[src/rtl/mem_port_arbiter_if.sv]
// Signal bundle around mem_port_arbiter: fetch port, data port, shared memory bus and stall requests.
// The slave modport is the arbiter's view; master is the pipeline/memory side.
interface mem_port_arbiter_if #(
    parameter int ADDR_W = 32,
    parameter int DATA_W = 32
);
    logic              if_req;
    logic [ADDR_W-1:0] if_addr;
    logic              if_flush;
    logic [DATA_W-1:0] if_rdata;
    logic              if_ready;
    logic              dm_req;
    logic              dm_we;
    logic [ADDR_W-1:0] dm_addr;
    logic [DATA_W-1:0] dm_wdata;
    logic [DATA_W-1:0] dm_rdata;
    logic              dm_ready;
    logic              mem_en;
    logic              mem_we;
    logic [ADDR_W-1:0] mem_addr;
    logic [DATA_W-1:0] mem_wdata;
    logic [DATA_W-1:0] mem_rdata;
    logic              stall_if;
    logic              stall_mem;

    modport slave (
        input  if_req, if_addr, if_flush, dm_req, dm_we, dm_addr, dm_wdata, mem_rdata,
        output if_rdata, if_ready, dm_rdata, dm_ready, mem_en, mem_we, mem_addr, mem_wdata,
               stall_if, stall_mem
    );

    modport master (
        output if_req, if_addr, if_flush, dm_req, dm_we, dm_addr, dm_wdata, mem_rdata,
        input  if_rdata, if_ready, dm_rdata, dm_ready, mem_en, mem_we, mem_addr, mem_wdata,
               stall_if, stall_mem
    );
endinterface

[src/rtl/mem_port_arbiter.sv]
// Shares one fixed-latency single-ported memory between the IF fetch port and the MEM data port.
// Data port has priority; a flushed fetch still occupies the memory but returns nothing.
module mem_port_arbiter #(
    parameter int ADDR_W  = 32,
    parameter int DATA_W  = 32,
    parameter int MEM_LAT = 2
) (
    input  logic               clk,
    input  logic               rst_n,
    mem_port_arbiter_if.slave  bus
);
    localparam int               CNT_W    = $clog2(MEM_LAT + 1);
    localparam logic [CNT_W-1:0] CNT_LOAD = CNT_W'(MEM_LAT);
    localparam logic [CNT_W-1:0] CNT_ONE  = CNT_W'(1);

    typedef enum logic {IDLE, BUSY}     state_e;
    typedef enum logic {OWN_IF, OWN_DM} owner_e;

    state_e            state_q, state_d;
    owner_e            owner_q, owner_d;
    logic [CNT_W-1:0]  cnt_q, cnt_d;
    logic              store_q, store_d;
    logic              cancel_q, cancel_d;
    logic [DATA_W-1:0] if_rdata_q, if_rdata_d;
    logic [DATA_W-1:0] dm_rdata_q, dm_rdata_d;
    logic              if_ready_q, if_ready_d;
    logic              dm_ready_q, dm_ready_d;
    logic              mem_we_q, mem_we_d;
    logic [ADDR_W-1:0] mem_addr_q, mem_addr_d;
    logic [DATA_W-1:0] mem_wdata_q, mem_wdata_d;
    logic              d_elig, i_elig, grant;

    always_comb begin
        // A port whose ready pulse is up this cycle is still presenting the finished request.
        d_elig      = bus.dm_req & ~dm_ready_q;
        i_elig      = bus.if_req & ~if_ready_q & ~bus.if_flush;
        grant       = 1'b0;
        state_d     = state_q;
        owner_d     = owner_q;
        cnt_d       = cnt_q;
        store_d     = store_q;
        cancel_d    = cancel_q;
        if_rdata_d  = if_rdata_q;
        dm_rdata_d  = dm_rdata_q;
        if_ready_d  = 1'b0;
        dm_ready_d  = 1'b0;
        mem_we_d    = mem_we_q;
        mem_addr_d  = mem_addr_q;
        mem_wdata_d = mem_wdata_q;
        case (state_q)
            IDLE: begin
                cancel_d = 1'b0;
                grant    = d_elig | i_elig;
                if (d_elig) begin
                    owner_d     = OWN_DM;
                    store_d     = bus.dm_we;
                    mem_we_d    = bus.dm_we;
                    mem_addr_d  = bus.dm_addr;
                    mem_wdata_d = bus.dm_wdata;
                end else if (i_elig) begin
                    owner_d     = OWN_IF;
                    store_d     = 1'b0;
                    mem_we_d    = 1'b0;
                    mem_addr_d  = bus.if_addr;
                    mem_wdata_d = '0;
                end
                if (grant) begin
                    state_d = BUSY;
                    cnt_d   = CNT_LOAD;
                end
            end
            BUSY: begin
                if (owner_q == OWN_IF && bus.if_flush) cancel_d = 1'b1;
                if (cnt_q == CNT_ONE) begin
                    state_d  = IDLE;
                    cancel_d = 1'b0;
                    if (owner_q == OWN_DM) begin
                        dm_ready_d = 1'b1;
                        if (!store_q) dm_rdata_d = bus.mem_rdata;
                    end else if (!(cancel_q | bus.if_flush)) begin
                        // a flush landing on the return cycle still suppresses the fetch
                        if_ready_d = 1'b1;
                        if_rdata_d = bus.mem_rdata;
                    end
                end else begin
                    cnt_d = cnt_q - CNT_ONE;
                end
            end
            default: state_d = IDLE;
        endcase
    end

    always_ff @(posedge clk or negedge rst_n) begin
        if (!rst_n) begin
            state_q     <= IDLE;
            owner_q     <= OWN_IF;
            cnt_q       <= '0;
            store_q     <= 1'b0;
            cancel_q    <= 1'b0;
            if_rdata_q  <= '0;
            dm_rdata_q  <= '0;
            if_ready_q  <= 1'b0;
            dm_ready_q  <= 1'b0;
            mem_we_q    <= 1'b0;
            mem_addr_q  <= '0;
            mem_wdata_q <= '0;
        end else begin
            state_q     <= state_d;
            owner_q     <= owner_d;
            cnt_q       <= cnt_d;
            store_q     <= store_d;
            cancel_q    <= cancel_d;
            if_rdata_q  <= if_rdata_d;
            dm_rdata_q  <= dm_rdata_d;
            if_ready_q  <= if_ready_d;
            dm_ready_q  <= dm_ready_d;
            mem_we_q    <= mem_we_d;
            mem_addr_q  <= mem_addr_d;
            mem_wdata_q <= mem_wdata_d;
        end
    end

    // Combinational outputs are forced low while reset is held so the bus is quiet at once.
    assign bus.mem_en    = rst_n & grant;
    assign bus.mem_we    = rst_n & mem_we_d;
    assign bus.mem_addr  = rst_n ? mem_addr_d : '0;
    assign bus.mem_wdata = rst_n ? mem_wdata_d : '0;
    assign bus.if_rdata  = if_rdata_q;
    assign bus.if_ready  = if_ready_q;
    assign bus.dm_rdata  = dm_rdata_q;
    assign bus.dm_ready  = dm_ready_q;
    assign bus.stall_mem = rst_n & bus.dm_req & ~dm_ready_q;
    assign bus.stall_if  = rst_n & ((bus.if_req & ~if_ready_q) | (bus.dm_req & ~dm_ready_q));
endmodule

[src/flat_wrapper.sv]
// flat-port wrapper written by rule: the top's interface ports become plain ports
module mem_port_arbiter_flat 
#(
    parameter int ADDR_W  = 32,
    parameter int DATA_W  = 32,
    parameter int MEM_LAT = 2
)
  (clk, rst_n, bus_if_req, bus_if_addr, bus_if_flush, bus_dm_req, bus_dm_we, bus_dm_addr, bus_dm_wdata, bus_mem_rdata, bus_if_rdata, bus_if_ready, bus_dm_rdata, bus_dm_ready, bus_mem_en, bus_mem_we, bus_mem_addr, bus_mem_wdata, bus_stall_if, bus_stall_mem);
  mem_port_arbiter_if #(.ADDR_W(ADDR_W), .DATA_W(DATA_W)) bus_i ();
  input  logic clk;
  input  logic rst_n;
  input wire logic [$bits(bus_i.if_req)-1:0] bus_if_req;
  input wire logic [$bits(bus_i.if_addr)-1:0] bus_if_addr;
  input wire logic [$bits(bus_i.if_flush)-1:0] bus_if_flush;
  input wire logic [$bits(bus_i.dm_req)-1:0] bus_dm_req;
  input wire logic [$bits(bus_i.dm_we)-1:0] bus_dm_we;
  input wire logic [$bits(bus_i.dm_addr)-1:0] bus_dm_addr;
  input wire logic [$bits(bus_i.dm_wdata)-1:0] bus_dm_wdata;
  input wire logic [$bits(bus_i.mem_rdata)-1:0] bus_mem_rdata;
  output wire logic [$bits(bus_i.if_rdata)-1:0] bus_if_rdata;
  output wire logic [$bits(bus_i.if_ready)-1:0] bus_if_ready;
  output wire logic [$bits(bus_i.dm_rdata)-1:0] bus_dm_rdata;
  output wire logic [$bits(bus_i.dm_ready)-1:0] bus_dm_ready;
  output wire logic [$bits(bus_i.mem_en)-1:0] bus_mem_en;
  output wire logic [$bits(bus_i.mem_we)-1:0] bus_mem_we;
  output wire logic [$bits(bus_i.mem_addr)-1:0] bus_mem_addr;
  output wire logic [$bits(bus_i.mem_wdata)-1:0] bus_mem_wdata;
  output wire logic [$bits(bus_i.stall_if)-1:0] bus_stall_if;
  output wire logic [$bits(bus_i.stall_mem)-1:0] bus_stall_mem;
  assign bus_i.if_req = bus_if_req;
  assign bus_i.if_addr = bus_if_addr;
  assign bus_i.if_flush = bus_if_flush;
  assign bus_i.dm_req = bus_dm_req;
  assign bus_i.dm_we = bus_dm_we;
  assign bus_i.dm_addr = bus_dm_addr;
  assign bus_i.dm_wdata = bus_dm_wdata;
  assign bus_i.mem_rdata = bus_mem_rdata;
  assign bus_if_rdata = bus_i.if_rdata;
  assign bus_if_ready = bus_i.if_ready;
  assign bus_dm_rdata = bus_i.dm_rdata;
  assign bus_dm_ready = bus_i.dm_ready;
  assign bus_mem_en = bus_i.mem_en;
  assign bus_mem_we = bus_i.mem_we;
  assign bus_mem_addr = bus_i.mem_addr;
  assign bus_mem_wdata = bus_i.mem_wdata;
  assign bus_stall_if = bus_i.stall_if;
  assign bus_stall_mem = bus_i.stall_mem;
  mem_port_arbiter #(.ADDR_W(ADDR_W), .DATA_W(DATA_W), .MEM_LAT(MEM_LAT)) u_core (.clk(clk), .rst_n(rst_n), .bus(bus_i));
endmodule
[config.mk]
export PLATFORM = sky130hd
export DESIGN_NAME = mem_port_arbiter_flat
export DESIGN_NICKNAME = d
export VERILOG_FILES = /design/src/rtl/mem_port_arbiter_if.sv /design/src/rtl/mem_port_arbiter.sv /design/src/flat_wrapper.sv
export SDC_FILE = /design/constraint.sdc
export NUM_CORES = 1
export LEC_CHECK = 0
export CORE_ASPECT_RATIO = 0.75
export CORE_MARGIN = 2
export CORE_UTILIZATION = 40
export DETAILED_ROUTE_END_ITERATION = 10
export PLACE_DENSITY = 0.8
export SLEW_MARGIN = 20
export SYNTH_ARGS = -nofsm -noshare
export SYNTH_HDL_FRONTEND = slang
export SYNTH_SLANG_ARGS = --single-unit
[constraint.sdc]
create_clock -name clk -period 1.8 [get_ports clk]
set_input_delay 0.45 -clock clk [delete_from_list [all_inputs] [get_ports clk]]
set_output_delay 0.45 -clock clk [all_outputs]
set_load 0.01 [all_outputs]
Word-level counts from Yosys, hierarchy flattened
Cells that the tools add are included.

operators by class
  mux-type cells = 31
  equality and inequality tests = 4
  $add $sub $neg = 1
  div/mod/pow operators = 0
  reduce and logical (&&, ||, !) cells = 6
  bitwise operators = 18
  shift operators = 0
  magnitude comparators = 0
  multipliers = 0

operator list
  cell                                                                     count
  32-bit 2-to-1 mux                                                        8
  1-bit 2-to-1 mux                                                         18
  1-bit AND                                                                8
  4-bit AND reduction                                                      2
  1-bit NOT                                                                7
  2-bit 2-to-1 mux                                                         2
  1-bit one-hot mux with 2 select lines                                    2
  2-bit one-hot mux with 2 select lines                                    1
  2-bit AND reduction                                                      2
  3-bit inequality test, second input constant                             1
  1-bit bitwise OR                                                         3
  2-bit by 1-bit equality test with 1-bit output, second input constant    1
  2-bit by 1-bit inequality test with 1-bit output, second input constant  1
  2-bit inequality test, second input constant                             1
  2-bit nonzero test                                                       1
  2-bit by 1-bit subtractor with 2-bit output, second input constant       1
  1-bit logical AND                                                        1

storage, ports and cells
  flip-flop bits (word level) = 137
  latch bits = 0
  output and inout bits = 134
  RAM bits = 0
  memories = 0
  word-level logic and storage cells = 72
  bits of input ports = 134
  bits in read-only memories = 0

Longest topological paths before layout
  depth in word-level cells = 7
  mapped depth = 7
  gate-level depth less buffers = 5

Worst setup path before layout
Ideal clock, no wire load.

  path type = register to output
  from = reg u_core.dm_ready_q (netlist: u_core.bus.dm_ready)
  to = out bus_mem_addr[10]
  data required time = 1.350 ns
  path buffers = 1
  path slack = -0.187 ns
  stages on the path, launching flop included = 5
  arrival time = 1.537 ns
  cell sequence = dfrtp_1 clkbuf_1 or4b_2 o311ai_1 nor3_1

on the way
  cells in the longest elaborated chain, start to end = 5

ends and longest elaborated chain
  element                   line                     RTL
  start: declaration        mem_port_arbiter.sv:27   logic dm_ready_q, dm_ready_d;
  start signal: assignment  mem_port_arbiter.sv:116  dm_ready_q <= dm_ready_d;
  1-bit NOT                 mem_port_arbiter.sv:35   d_elig = bus.dm_req & ~dm_ready_q;
  1-bit AND                 mem_port_arbiter.sv:35
  32-bit 2-to-1 mux         mem_port_arbiter.sv:54   if (d_elig) begin
  32-bit 2-to-1 mux         mem_port_arbiter.sv:50   case (state_q)
  32-bit 2-to-1 mux         mem_port_arbiter.sv:126  assign bus.mem_addr = rst_n ? mem_addr_d : '0;
  end: declaration          flat_wrapper.sv:26       output wire logic [$bits(bus_i.mem_addr)-1:0] bus_mem_addr;

Every way passes these cells.

Worst setup path in the final report
  from = reg u_core.state_q
  to = out bus_mem_addr[13]

on the way
  cells in the longest elaborated chain, start to end = 2

ends and longest elaborated chain
  element                   line                     RTL
  start: declaration        mem_port_arbiter.sv:19   state_e state_q, state_d;
  start signal: assignment  mem_port_arbiter.sv:108  state_q <= state_d;
  32-bit 2-to-1 mux         mem_port_arbiter.sv:50
  32-bit 2-to-1 mux         mem_port_arbiter.sv:126

Every way passes these cells.

==> results.rst <==
.. list-table::
   :header-rows: 1

   * - Metric
     - Value
   * - Critical Path AT
     - 2.22 ns
   * - Mean cell area of the mapped netlist
     - 11.1 um2
   * - Final Hold Viols
     - 0
   * - Syn Std Cell Area
     - 6830 um2
   * - Overall global routing resource usage
     - 25.9%
   * - Total CTS buffers
     - 17
   * - Number of fill cells
     - 951
   * - Final Skew
     - 0.00993 ns
   * - Count of synthesis-stage warnings from yosys
     - 0
   * - Total Die Area
     - 18,200 um2
   * - Critical register-to-register path endpoint
     - u_core.bus.dm_rdata[4]$_DFFE_PN0P_
   * - Number of antenna violations at the first check in global routing
     - 0
   * - Reported net switching power
     - 0.00742 W
   * - Final HPWL DP
     - 15,900 um
   * - Setup repair after global routing missed its margin
     - yes
   * - Met2 track demand over resource in global routing
     - 42.8%
   * - Violations in the final reports
     - negative setup slack
   * - Total length of routed wires
     - 27,900 um
   * - Die H
     - 117 um
   * - Fraction of layout instances using a drive strength above 1
     - 51.5%
   * - Pre-Repair DR Iteration Count
     - 7
   * - Weighted congestion reported at the end of routability-driven placement
     - 0.835
   * - Worst-case reg-to-reg path depth
     - 9
   * - Clock latency on the worst-skew pair
     - 0.43 ns
   * - Run status
     - finished with violations
   * - Type of the most critical hold path
     - input pin to asynchronous set/reset pin
   * - Flip-flop and latch count after synthesis
     - 137
   * - Setup CP Type
     - flop to primary output
   * - Clock Power Share
     - 17.7%
   * - Avg Vias per Cell
     - 5.58
   * - Launching element type of the critical path
     - flop
   * - Maximum fanout count along the critical path
     - 8
   * - Post-DRT Antenna Nets
     - 0
   * - Final nets
     - 1,172
   * - Switching part of the total
     - 37.4%
   * - Register-to-register path setup slack
     - -0.49 ns
   * - Power density over the cells
     - 1530 nW/um2
   * - Data required time at the worst endpoint
     - 1.35 ns
   * - Setup slack after layout
     - -0.872 ns
   * - Clock edge transition at the registers on the reported setup and hold paths
     - 0.06 ns
   * - Initial DRC count
     - 428
   * - Highest clock frequency the design can meet
     - 374 MHz
   * - Average wire length per cell after detail routing
     - 22.1 um
   * - Total nets after synthesis
     - 748
   * - Portion of total power attributed to combinational logic
     - 54.2%
   * - Relative area change from synthesis to final layout
     - 89.9%
   * - Count of flip-flops with a built-in enable after synthesis
     - 0
   * - Most common cell after layout, fill and taps aside
     - clkdlybuf4s50_1
   * - Worst-case hold slack
     - 0.501 ns
   * - Most crowded layer after global routing
     - met2
   * - Vias in the first global route
     - 6,680
   * - Highest ir drop seen on vdd
     - 1.03 mV
   * - Minimum period implied by the final worst setup slack
     - 2.67 ns
   * - Buffers on Ports
     - 267
   * - GRT Residual Overflow
     - 0
   * - Kind of end point of the critical path
     - primary output
   * - CTS root buf
     - clkbuf_16
   * - Met3 Track Usage GR
     - 9.17%
   * - CTS tree
     - built
   * - Number of antenna repair diodes
     - 0
   * - Level count of the clock H-tree
     - 4
   * - Total placed cells including tap cells
     - 1,167
   * - Max-Slew Margin vs Limit
     - 50.5%
   * - Number of unique standard cell types used by synthesis
     - 41
   * - Share of async-settable or async-resettable flops after synthesis
     - 100%
   * - Leakage power of the design
     - 6.10 nW
   * - Cell count after synthesis
     - 613
   * - RR Startpoint
     - u_core.state_q$_DFF_PN0_
   * - Final Max Tran Viols
     - 0
   * - Total internal power
     - 0.0124 W
   * - Longest Clk Path Bufs
     - 2
   * - I/O pin cnt
     - 268
   * - Effective utilization at floorplan
     - 40.7%
   * - Remaining DRCs
     - 0
   * - Site Rows
     - 41
   * - Final period util
     - 148%
   * - Global-route met1 utilization
     - 32.8%
   * - Count of placed standard cells in the final layout, fillers left out
     - 1,265
   * - Most used cells in the layout excluding fill and tap cells
     - 136 x clkdlybuf4s50_1, 134 x dfrtp_1, 127 x buf_4, 67 x buf_2, 61 x mux2_2
   * - Sequential share of power
     - 28.1%
   * - Sequential-to-total area share from yosys stat
     - 50.2%
   * - Count of clock tree sinks
     - 137
   * - Wire length of the first global-routing pass
     - 36,300 um
   * - DR vias
     - 7,053
   * - Pin count of the biggest net entering global routing
     - 75
   * - Most used flip-flop cell after synthesis
     - dfrtp_1
   * - Actual transition at the worst max-transition pin
     - 0.742 ns
   * - Max capacitance violation total
     - 0
   * - # setup viols final
     - 145
   * - Die width
     - 155 um
   * - Core outline area
     - 16,800 um2
[routing by layer]
layer / up-vias / part of all wire (%)
met3: 46 / 8.8
li1: 3131 / -
met1: 3545 / 40
met4: 0 / 1.8
met5: - / 0
met2: 331 / 50
[what timing repair did]
action                                  CTS  global route
hold buffers                              1             0
pin swaps                                31            19
hold endpoints to repair                  7             0
gates cloned                              5            14
endpoints found under the setup margin  179           290
setup buffers                            17            37
gates resized for setup                 327           163
[per-stage QoR]
step	cell area (um2)	setup TNS (ns)	setup slack (ns)	total power, W	utilization (%)
6_report	13000	-79.54	-0.872	0.0198	77.4
5_1_grt	13000	-86.13	-0.923	0.0208	77.4
4_1_cts	11800	-70.59	-0.920	0.0183	70.3
3_5_place_dp	11100	-118.59	-1.25	0.0147	66.1
3_3_place_gp	11100	-115.63	-1.24	0.0143	66.1
2_1_floorplan	7200	-7.36	-0.144	0.00969	-
[area by class of cell]
class	count	area, um2	area share [%]
Multi-Input combinational cell	417	4060	31.3
Clock buffer	17	425	3.28
Timing Repair Buffer	461	4620	35.6
Sequential cell	137	3430	26.5
Inverter	3	11.3	0.0868
Clock inverter	15	155	1.20
Tap cell	215	269	2.07
[state kept, by name, summed over array words and instances, names as in the netlist]
signal and count:
u_core.cancel_q 1, u_core.bus.if_ready 1, u_core.bus.dm_ready 1, u_core.store_q 1, u_core.owner_q 1, u_core.mem_we_q 1
u_core.mem_addr_q 32, u_core.cnt_q 2, u_core.bus.dm_rdata 32, u_core.mem_wdata_q 32, u_core.bus.if_rdata 32, u_core.state_q 1
[worst max-delay path by stage]
stage,from,endpoint,slack (ns),cells after the start
2_1_floorplan,u_core.state_q$_DFF_PN0_,bus_mem_addr[0],-0.14,6
3_3_place_gp,bus_dm_req,bus_mem_addr[27],-1.24,6
3_5_place_dp,bus_dm_req,bus_mem_addr[27],-1.25,6
4_1_cts,u_core.state_q$_DFF_PN0_,bus_mem_addr[31],-0.92,5
5_1_grt,u_core.state_q$_DFF_PN0_,bus_mem_addr[10],-0.92,6
6_report,u_core.state_q$_DFF_PN0_,bus_mem_addr[13],-0.87,6
[logic make-up after synthesis]
| group | count (synthesis) | share of synthesized area (%) |
|---|---|---|
| XOR/XNOR | 1 | 0.128 |
| adder cells (fa/ha/maj) | 1 | 0.183 |
| AND/OR/NAND/NOR | 243 | 23.2 |
| buffers and inverters | 60 | 4.47 |
| multiplexers | 65 | 10.7 |
| flip-flops | 137 | 50.2 |
| AO/OA/AOI/OAI | 106 | 11.1 |
[worst max-delay path, stage by stage, from the launching register on]
cell	delay, ns
dfrtp_4	0.54
or4b_4	0.58
buf_6	0.17
buf_12	0.15
nor3_4	0.15
nor3_2	0.05
buf_2	0.16
[power by group through the flow]
stage | clock network, W | logic (W) | registers [W]
2_1_floorplan | 0 | 0.00409 | 0.00560
3_3_place_gp | 0 | 0.00903 | 0.00531
3_5_place_dp | 0 | 0.00924 | 0.00541
4_1_cts | 0.00353 | 0.00933 | 0.00543
5_1_grt | 0.00368 | 0.0114 | 0.00572
6_report | 0.00351 | 0.0107 | 0.00558
[synth_stat cells, types with 2 or more instances]
| cell | n | area share [%] |
|---|---|---|
| a21oi_1 | 36 | 2.6 |
| buf_4 | 2 | 0.22 |
| nand3_1 | 34 | 2.5 |
| nor2_1 | 34 | 1.9 |
| nand2_1 | 35 | 1.9 |
| o311ai_2 | 2 | 0.48 |
| clkbuf_1 | 25 | 1.4 |
| mux2_1 | 2 | 0.33 |
| buf_1 | 6 | 0.33 |
| nand2b_1 | 35 | 3.2 |
| buf_2 | 18 | 1.3 |
| a21o_1 | 2 | 0.22 |
| mux2_2 | 62 | 10 |
| or4b_1 | 11 | 1.6 |
| a22oi_1 | 33 | 3.6 |
| o311ai_0 | 2 | 0.26 |
| nor3_1 | 35 | 2.6 |
| dfrtp_1 | 137 | 50 |
| nor3_2 | 20 | 2.9 |
| or4b_2 | 22 | 3.2 |
| nor3_4 | 9 | 2.1 |
| buf_6 | 4 | 0.66 |
| inv_1 | 2 | 0.11 |
| o311ai_1 | 28 | 3.6 |
Power figures use the tool's default switching activity.
